**src/rtl/lsu_pkg.sv**
```systemverilog
// Shared definitions for the RV64 load/store unit:
// funct3 encodings, FSM state type and access-legality helpers.
package lsu_pkg;

    localparam logic [2:0] F3_B  = 3'd0;
    localparam logic [2:0] F3_H  = 3'd1;
    localparam logic [2:0] F3_W  = 3'd2;
    localparam logic [2:0] F3_D  = 3'd3;
    localparam logic [2:0] F3_BU = 3'd4;
    localparam logic [2:0] F3_HU = 3'd5;
    localparam logic [2:0] F3_WU = 3'd6;

    typedef enum logic [2:0] {
        IDLE,
        LOAD_RD,
        RMW_RD,
        ST_WR,
        RESP
    } lsu_state_t;

    // size is funct3[1:0]: 0=byte, 1=half, 2=word, 3=double
    function automatic logic is_aligned(
        input logic [1:0] size,
        input logic [2:0] lane
    );
        logic ok;
        unique case (size)
            2'd0: ok = 1'b1;
            2'd1: ok = (lane[0] == 1'b0);
            2'd2: ok = (lane[1:0] == 2'b00);
            2'd3: ok = (lane == 3'b000);
        endcase
        return ok;
    endfunction

    function automatic logic is_illegal(
        input logic       is_store,
        input logic [2:0] funct3
    );
        return is_store ? funct3[2] : (funct3 == 3'd7);
    endfunction

endpackage

```
**src/rtl/lsu_lane_align.sv**
```systemverilog
// Combinational lane logic: little-endian load extraction with
// sign/zero extension, and byte-merge of store data into a dword.
module lsu_lane_align
    import lsu_pkg::*;
#(
    parameter int XLEN = 64
) (
    input  logic [2:0]      lane,
    input  logic [1:0]      size,
    input  logic            is_unsigned,
    input  logic [XLEN-1:0] read_data,
    input  logic [XLEN-1:0] store_data,
    output logic [XLEN-1:0] load_data,
    output logic [XLEN-1:0] merge_data
);

    logic [5:0]      shift;
    logic [XLEN-1:0] shifted;
    logic [XLEN-1:0] size_mask;
    logic [XLEN-1:0] lane_mask;

    assign shift   = {lane, 3'b000};
    assign shifted = read_data >> shift;

    always_comb begin
        load_data = '0;
        unique case (size)
            2'd0: load_data = is_unsigned
                ? {{(XLEN-8){1'b0}}, shifted[7:0]}
                : {{(XLEN-8){shifted[7]}}, shifted[7:0]};
            2'd1: load_data = is_unsigned
                ? {{(XLEN-16){1'b0}}, shifted[15:0]}
                : {{(XLEN-16){shifted[15]}}, shifted[15:0]};
            2'd2: load_data = is_unsigned
                ? {{(XLEN-32){1'b0}}, shifted[31:0]}
                : {{(XLEN-32){shifted[31]}}, shifted[31:0]};
            2'd3: load_data = shifted;
        endcase
    end

    always_comb begin
        size_mask = '0;
        unique case (size)
            2'd0: size_mask = {{(XLEN-8){1'b0}}, 8'hFF};
            2'd1: size_mask = {{(XLEN-16){1'b0}}, 16'hFFFF};
            2'd2: size_mask = {{(XLEN-32){1'b0}}, 32'hFFFF_FFFF};
            2'd3: size_mask = '1;
        endcase
    end

    // Only the addressed lanes take the store bytes; the rest keep memory.
    assign lane_mask  = size_mask << shift;
    assign merge_data = (read_data & ~lane_mask)
                      | ((store_data << shift) & lane_mask);

endmodule

```
**src/rtl/load_store_unit.sv**
```systemverilog
// RV64 load/store unit: turns byte-addressed B/H/W/D accesses into
// doubleword memory reads, writes and read-modify-writes.
module load_store_unit
    import lsu_pkg::*;
#(
    parameter int ADDR_WIDTH = 48,
    parameter int XLEN       = 64
) (
    input  logic                  clockInput,
    input  logic                  resetInput,
    input  logic                  reqValidInput,
    output logic                  reqReadyOutput,
    input  logic                  reqIsStoreInput,
    input  logic [2:0]            reqFunct3Input,
    input  logic [ADDR_WIDTH-1:0] reqAddressInput,
    input  logic [XLEN-1:0]       reqStoreDataInput,
    output logic                  respValidOutput,
    output logic [XLEN-1:0]       respLoadDataOutput,
    output logic                  respErrorOutput,
    output logic                  memReadOutput,
    output logic                  memWriteOutput,
    output logic [ADDR_WIDTH-1:0] memAddressOutput,
    output logic [XLEN-1:0]       memWriteDataOutput,
    input  logic [XLEN-1:0]       memReadDataInput
);

    lsu_state_t            state;
    logic                  is_store;
    logic [2:0]            funct3;
    logic [ADDR_WIDTH-1:0] addr;
    logic [XLEN-1:0]       store_data;
    logic [XLEN-1:0]       merge;
    logic [XLEN-1:0]       resp_data;
    logic                  resp_error;

    logic                  req_bad;
    logic [XLEN-1:0]       load_data;
    logic [XLEN-1:0]       merge_data;
    logic                  drive_addr;

    assign req_bad = is_illegal(reqIsStoreInput, reqFunct3Input)
                  || !is_aligned(reqFunct3Input[1:0], reqAddressInput[2:0]);

    lsu_lane_align #(
        .XLEN(XLEN)
    ) u_lane_align (
        .lane       (addr[2:0]),
        .size       (funct3[1:0]),
        .is_unsigned(funct3[2]),
        .read_data  (memReadDataInput),
        .store_data (store_data),
        .load_data  (load_data),
        .merge_data (merge_data)
    );

    always_ff @(posedge clockInput) begin
        if (resetInput) begin
            state      <= IDLE;
            is_store   <= 1'b0;
            funct3     <= '0;
            addr       <= '0;
            store_data <= '0;
            merge      <= '0;
            resp_data  <= '0;
            resp_error <= 1'b0;
        end else begin
            unique case (state)
                IDLE: begin
                    if (reqValidInput) begin
                        is_store   <= reqIsStoreInput;
                        funct3     <= reqFunct3Input;
                        addr       <= reqAddressInput;
                        store_data <= reqStoreDataInput;
                        resp_data  <= '0;
                        resp_error <= req_bad;
                        if (req_bad)
                            state <= RESP;
                        else if (!reqIsStoreInput)
                            state <= LOAD_RD;
                        else if (reqFunct3Input == F3_D)
                            state <= ST_WR;
                        else
                            state <= RMW_RD;
                    end
                end
                LOAD_RD: begin
                    resp_data <= load_data;
                    state     <= RESP;
                end
                RMW_RD: begin
                    merge <= merge_data;
                    state <= ST_WR;
                end
                ST_WR: begin
                    state <= RESP;
                end
                RESP: begin
                    resp_data  <= '0;
                    resp_error <= 1'b0;
                    state      <= IDLE;
                end
                default: state <= IDLE;
            endcase
        end
    end

    assign reqReadyOutput     = (state == IDLE);
    assign respValidOutput    = (state == RESP);
    assign respLoadDataOutput = resp_data;
    assign respErrorOutput    = resp_error;

    assign drive_addr = (state == LOAD_RD)
                     || (state == RMW_RD)
                     || (state == ST_WR);

    // Write is gated by reset so an aborted store never commits.
    always_comb begin
        memReadOutput      = (state == LOAD_RD) || (state == RMW_RD);
        memWriteOutput     = (state == ST_WR) && !resetInput;
        memAddressOutput   = '0;
        memWriteDataOutput = '0;
        if (drive_addr)
            memAddressOutput = {3'b000, addr[ADDR_WIDTH-1:3]};
        if (state == ST_WR)
            memWriteDataOutput = (is_store && funct3 == F3_D)
                               ? store_data : merge;
    end

endmodule

```
**config.mk**
```make
export PLATFORM = sky130hd
export DESIGN_NAME = load_store_unit
export DESIGN_NICKNAME = d
export VERILOG_FILES = /design/src/rtl/lsu_pkg.sv /design/src/rtl/lsu_lane_align.sv /design/src/rtl/load_store_unit.sv
export SDC_FILE = /design/constraint.sdc
export NUM_CORES = 1
export LEC_CHECK = 0
export BUFFER_PORTS_ARGS = -buffer_cell sky130_fd_sc_hd__buf_2
export CORE_MARGIN = 8
export CORE_UTILIZATION = 25
export CTS_CLUSTER_DIAMETER = 200
export DETAILED_ROUTE_END_ITERATION = 10
export GPL_TIMING_DRIVEN = 0
export PLACE_DENSITY_LB_ADDON = 0.15
export SYNTH_ARGS = -nofsm -noshare
export SYNTH_HDL_FRONTEND = slang
export SYNTH_SLANG_ARGS = --single-unit
```
**constraint.sdc**
```tcl
create_clock -name clockInput -period 1.9 [get_ports clockInput]
set_clock_uncertainty 0.2 [all_clocks]
set_input_delay 0.19 -clock clockInput [delete_from_list [all_inputs] [get_ports clockInput]]
set_output_delay 0.19 -clock clockInput [all_outputs]
set_load 0.005 [all_outputs]
```
* Yosys cells after proc, flatten, opt, wreduce, memory -nomap -nowiden *
Cells that the tools add are included.

storage, ports and cells
  input bits = 183
  bits in registers = 248
  output and inout bits = 181

cells by class
  reductions and logical operators = 18
  bitwise logic cells = 5
  mux-type cells = 19
  equality and inequality tests = 14
  shift-type cells = 3

operators with widths
  operator                                       number
  case mux 64 bit (4 select lines)               2
  2-to-1 mux 64 bit                              6
  case mux 64 bit (3 select lines)               1
  bitwise AND 64 bit                             2
  left shift 64 x 6 -> 64 bit                    2
  NOT 64 bit                                     1
  bitwise OR 64 bit                              1
  right shift 64 x 6 -> 64 bit                   1
  2-to-1 mux 45 bit                              1
  == test 3 x 2 -> 1 bit, second input constant  4
  case mux 3 bit (3 select lines)                1
  == test 2 bit, second input constant           4
  == test 3 bit, second input constant           2
  logical NOT 2 bit                              3
  logical NOT 3 bit                              2
  2-to-1 mux 3 bit                               2
  AND reduction 2 bit                            3
  == test 2 x 1 -> 1 bit, second input constant  2
  case mux 1 bit (4 select lines)                1
  == test 3 x 1 -> 1 bit, second input constant  1
  logical OR 1 bit                               3
  2-to-1 mux 1 bit                               3
  nonzero test 3 bit                             1
  logical AND 1 bit                              2
  other kinds (7)                                8

* Longest topological paths before layout *
  word-level depth = 7
  depth in mapped cells = 9
  gate-level depth less buffers = 5

* By module *
From an unflattened synthesis, not the netlist that was laid out.

unflattened totals
  cells, all modules = 1937
  area, all modules = 14615.3 um2

by module, submodules not included
  module           area an instance (um2)  instances  cells an instance
  load_store_unit  9935.8                  1          1372
  lsu_lane_align   4679.5                  1          565

* Least setup slack after synthesis *
Ideal clock, no wire load.

  path kind = flip-flop to flip-flop
  start point = reg addr[1]
  end point = reg resp_data[35], in the netlist respLoadDataOutput[35]
  period minus slack after synthesis = 2.038 ns
  required time = 1.571 ns
  library setup time = 0.129 ns
  cell stages (with the launch flop) = 9
  data arrival time = 1.709 ns
  path buffers = 3
  slack = -0.138 ns
  path through = dfxtp_1 buf_6 mux2i_1 o211ai_2 a31oi_4 and2_1 buf_2 buf_4 a22oi_2

on the way
  word-level cells in the longest chain between the ends = 4

RTL lines
  item                                         RTL line                                                          RTL
  from (decl)                                  load_store_unit.sv:30                                             logic [ADDR_WIDTH-1:0] addr;
  from (signal assigned)                       load_store_unit.sv:72                                             addr <= reqAddressInput;
  right shift 64 x 6 -> 64 bit *               lsu_lane_align.sv:23                                              assign shifted = read_data >> shift;
  2-to-1 mux 64 bit, on equally long branches  lsu_lane_align.sv:35, lsu_lane_align.sv:29, lsu_lane_align.sv:32
  case mux 64 bit (4 select lines) *           lsu_lane_align.sv:27                                              unique case (size)
  case mux 64 bit (3 select lines) *           load_store_unit.sv:67                                             unique case (state)
  to (signal assigned)                         load_store_unit.sv:87                                             resp_data <= load_data;
  to (decl)                                    load_store_unit.sv:33                                             logic [XLEN-1:0] resp_data;

Mark *: on every way between the ends. The rest lies on a longest branch, timed or not.
A chain may end at the register's enable or synchronous reset.

* Final worst setup path *
  start point = reg funct3[1]
  end point = out memWriteDataOutput[47]

on the way
  word-level cells in the longest chain between the ends = 4

RTL lines
  item                    RTL line                RTL
  from (decl)             load_store_unit.sv:29   logic [2:0] funct3;
  from (signal assigned)  load_store_unit.sv:71   funct3 <= reqFunct3Input;
  == test 3 x 2 -> 1 bit  load_store_unit.sv:125  memWriteDataOutput = (is_store && funct3 == F3_D)
  logical AND 1 bit       load_store_unit.sv:125
  2-to-1 mux 64 bit       load_store_unit.sv:126  ? store_data : merge;
  2-to-1 mux 64 bit       load_store_unit.sv:124  if (state == ST_WR)
  to (decl)               load_store_unit.sv:23   output logic [XLEN-1:0] memWriteDataOutput,

Every way passes these cells.

==> metrics <==
status finished with violations; failing checks setup timing; fraction of the cycle the final worst path needs 133%; top cells by area, synth dfxtp_1 (34%), nand2_1 (13%), a21oi_1 (8.5%); Placement Rows just under 90; maximum vdd drop roughly 0.00064 V; setup TNS -80.89 ns; CTS sink cnt 248; first-pass GRT wire length approximately 110 mm; RSZ-0062 raised after global routing yes; Synth Cell Area approximately 0.014 mm2; mean area per synthesized cell a little over 8 um2; Data required, critical path 1.51 ns; Fin. Hold Viols 0; Crit path buffers/inverters 4; Core ar. approximately 0.057 mm2; CTS Root Cell clkbuf_16; Cell Chain, Critical Path buf_6 > nand2_8 > nor3b_4 > buf_6 > clkbuf_16 > nand2_4 > a21oi_2 > buf_2; vias per inst around 5.2; Setup WS post-layout -0.622 ns; largest stage delay on the critical path between 0.3 and 0.4 ns; Crit path top cell by count buf_6; Final HPWL DP ~61 mm; #FFs+latches synth roughly 250; Seq/Total Area, Yosys ~34%; Top FF cell, synth dfxtp_1; max-cap viol count 0; Port Buffers 360; worst hold path cell count 3; Hold WS about 0.042 ns; post-layout util 41.4%; cell accounting for the most synthesized area dfxtp_1; Vias around 17k; DRT iter0 DRCs roughly 1.4k; CP arrival ~2.1 ns; Pwr Density 655 mW/mm2; Synth top area share approximately 34%; slowest stage cell, crit path dfxtp_2; final wirelength between 80 and 90 mm; DRC 0; Worst Hold Class in -> reg; Slew Limit Fails 0; Die H 256 um; Clock transition at path regs 0.06 ns; reg2reg end merge[41]; Layout area overhead 64.6%; first drt pass iteration count 6; post-route ant nets 0; layout cells sized above 1 between 40% and 50%; grt ovf 0; Die Wd around 260 um; EDFF count, synth 0; flop2flop setup slack -0.43 ns; Wirelength per Cell roughly 25 um; H-tree levels 1; io pins about 360; die area roughly 0.066 mm2; largest net degree at the start of global routing 15; critical path type reg -> out; Syn Inst Count 1789; Hold Crit Start memReadDataInput[34]; Worst Hold Path EP merge[34]; Least-Margin Pin Slew roughly 0.87 ns; crit-path leading delay family buffers and inverters; ys async rst share 0%; Total GRT Usage a little under a quarter; Max-slew headroom 42.1%; CP Max Fanout 6; Initial Util 25.2%; fmax approximately 400 MHz; Leak 9.35 nW; # setup viols final 310; worst-case clock buffer depth 3; CTS tree done; Nets around 2.7k; CP Capture Type primary output; reg2reg path depth 8; Clock Latency Late Sink about 0.57 ns; antenna violations before repair 1; CP Launch Type flip-flop; Ys Warns 0; gp weighted congestion approximately 0.94; vias in the first global route between 15k and 20k; RR Startpoint funct3[0]; Num CTS Buffers 30; shortest period the worst path allows ~2.5 ns; Netlist cell types 64
[power by group]
group	total [mW]	internal, mW	switching [mW]
clock	5.79	3.44	2.35
sequential	5.83	5.44	0.398
combinational	3.94	1.84	2.09
[cells in the final DEF, fill, tap and decap left out, types with 19 or more instances in the layout]
| cell | instances |
|---|---|
| and2_4 | 31 |
| dlygate4sd3_1 | 177 |
| nand2_1 | 464 |
| o21ai_1 | 21 |
| nor2_1 | 37 |
| a22o_1 | 25 |
| o21ai_0 | 37 |
| a21oi_2 | 64 |
| a22oi_2 | 23 |
| buf_6 | 94 |
| mux4_2 | 45 |
| a211oi_1 | 19 |
| buf_12 | 23 |
| o211ai_1 | 25 |
| a21oi_1 | 165 |
| buf_2 | 343 |
| a22oi_1 | 25 |
| clkbuf_16 | 49 |
| nand2_2 | 27 |
| buf_4 | 79 |
| clkbuf_1 | 36 |
| dfxtp_1 | 240 |
| clkbuf_2 | 22 |
| buf_8 | 22 |
| mux2i_1 | 75 |
[kinds of logic after synthesis]
group | Yosys count | share of synthesized area (%)
AND/OR/NAND/NOR | 663 | 19.6
multiplexers | 162 | 15.2
flip-flops | 248 | 34.4
other | 1 | 0.0260
buffers and inverters | 184 | 6.48
AO/OA/AOI/OAI | 531 | 24.2
[timing repair]
item / in CTS / in global routing
buffers inserted: 24 / 78
endpoints found under the setup margin: 358 / 353
gates resized for setup: 272 / 432
hold buffers: 173 / 4
hold endpoints to repair: 184 / 4
pin swaps: 25 / 116
cloned: 8 / 21
[flip-flops by register name (all words and copies together) (netlist names)]
register / count
addr: 48
funct3: 3
is_store: 1
merge: 64
respErrorOutput: 1
respLoadDataOutput: 64
state: 3
store_data: 64
[synth_stat cells (all sizes together), types with 26 or more instances]
cell type  instances
mux4              45
o21ai             62
nand2            509
a21oi            246
nor2              44
and2              49
mux2i            108
o211ai            26
dfxtp            248
clkbuf            86
a211oi            33
buf               84
a22oi             48
[layer usage]
metal | share of wire (%) | vias to the layer above | track usage, %
li1 | - | 7743 | -
met1 | 42 | 8302 | 30.1
met2 | 46 | 788 | 36.9
met3 | 7.3 | 209 | 3.53
met4 | 4.8 | 0 | 8.61
met5 | 0 | - | 0
[worst max-delay path by stage]
| stage | startpoint | endpoint | slack [ns] | cells past startpoint |
|---|---|---|---|---|
| after detailed placement | funct3[2] | memWriteDataOutput[42] | -1.24 | 7 |
| after global routing | funct3[1] | memWriteDataOutput[46] | -0.68 | 8 |
| after CTS | funct3[0] | memWriteDataOutput[58] | -0.62 | 9 |
| after floorplan | funct3[0] | memWriteDataOutput[13] | -0.03 | 7 |
| after global placement | funct3[2] | memWriteDataOutput[42] | -1.18 | 7 |
| final | funct3[1] | memWriteDataOutput[47] | -0.62 | 8 |
[layout make-up]
cell class,count,area [um2]
Clock buffer,46,922
Inverter,14,61.3
Multi-Input combinational cell,1359,9970
Sequential cell,248,4980
Antenna cell,2,5.00
Tap cell,765,957
Fill cell,5786,33600
Buffer,164,1540
Timing Repair Buffer,663,5240
Clock inverter,7,63.8
[worst min-delay path, delay by kind of cell]
kind / cells / cell delay [ns]
compound gates: 2 / 0.33
buf+inv: 1 / 0.24
[per-stage QoR]
stage | cell area, um2 | total power [mW] | std cells | setup slack (ns)
finish | 23800 | 15.6 | 3268 | -0.622
detailed placement | 17300 | 8.61 | 2916 | -1.24
global placement | 17300 | 8.59 | 2916 | -1.18
CTS | 21200 | 14.9 | 3170 | -0.616
floorplan | 14600 | 7.36 | 1791 | -0.0343
global route | 23700 | 16.1 | 3267 | -0.679
Note: power is estimated with default switching activity, not from simulation.
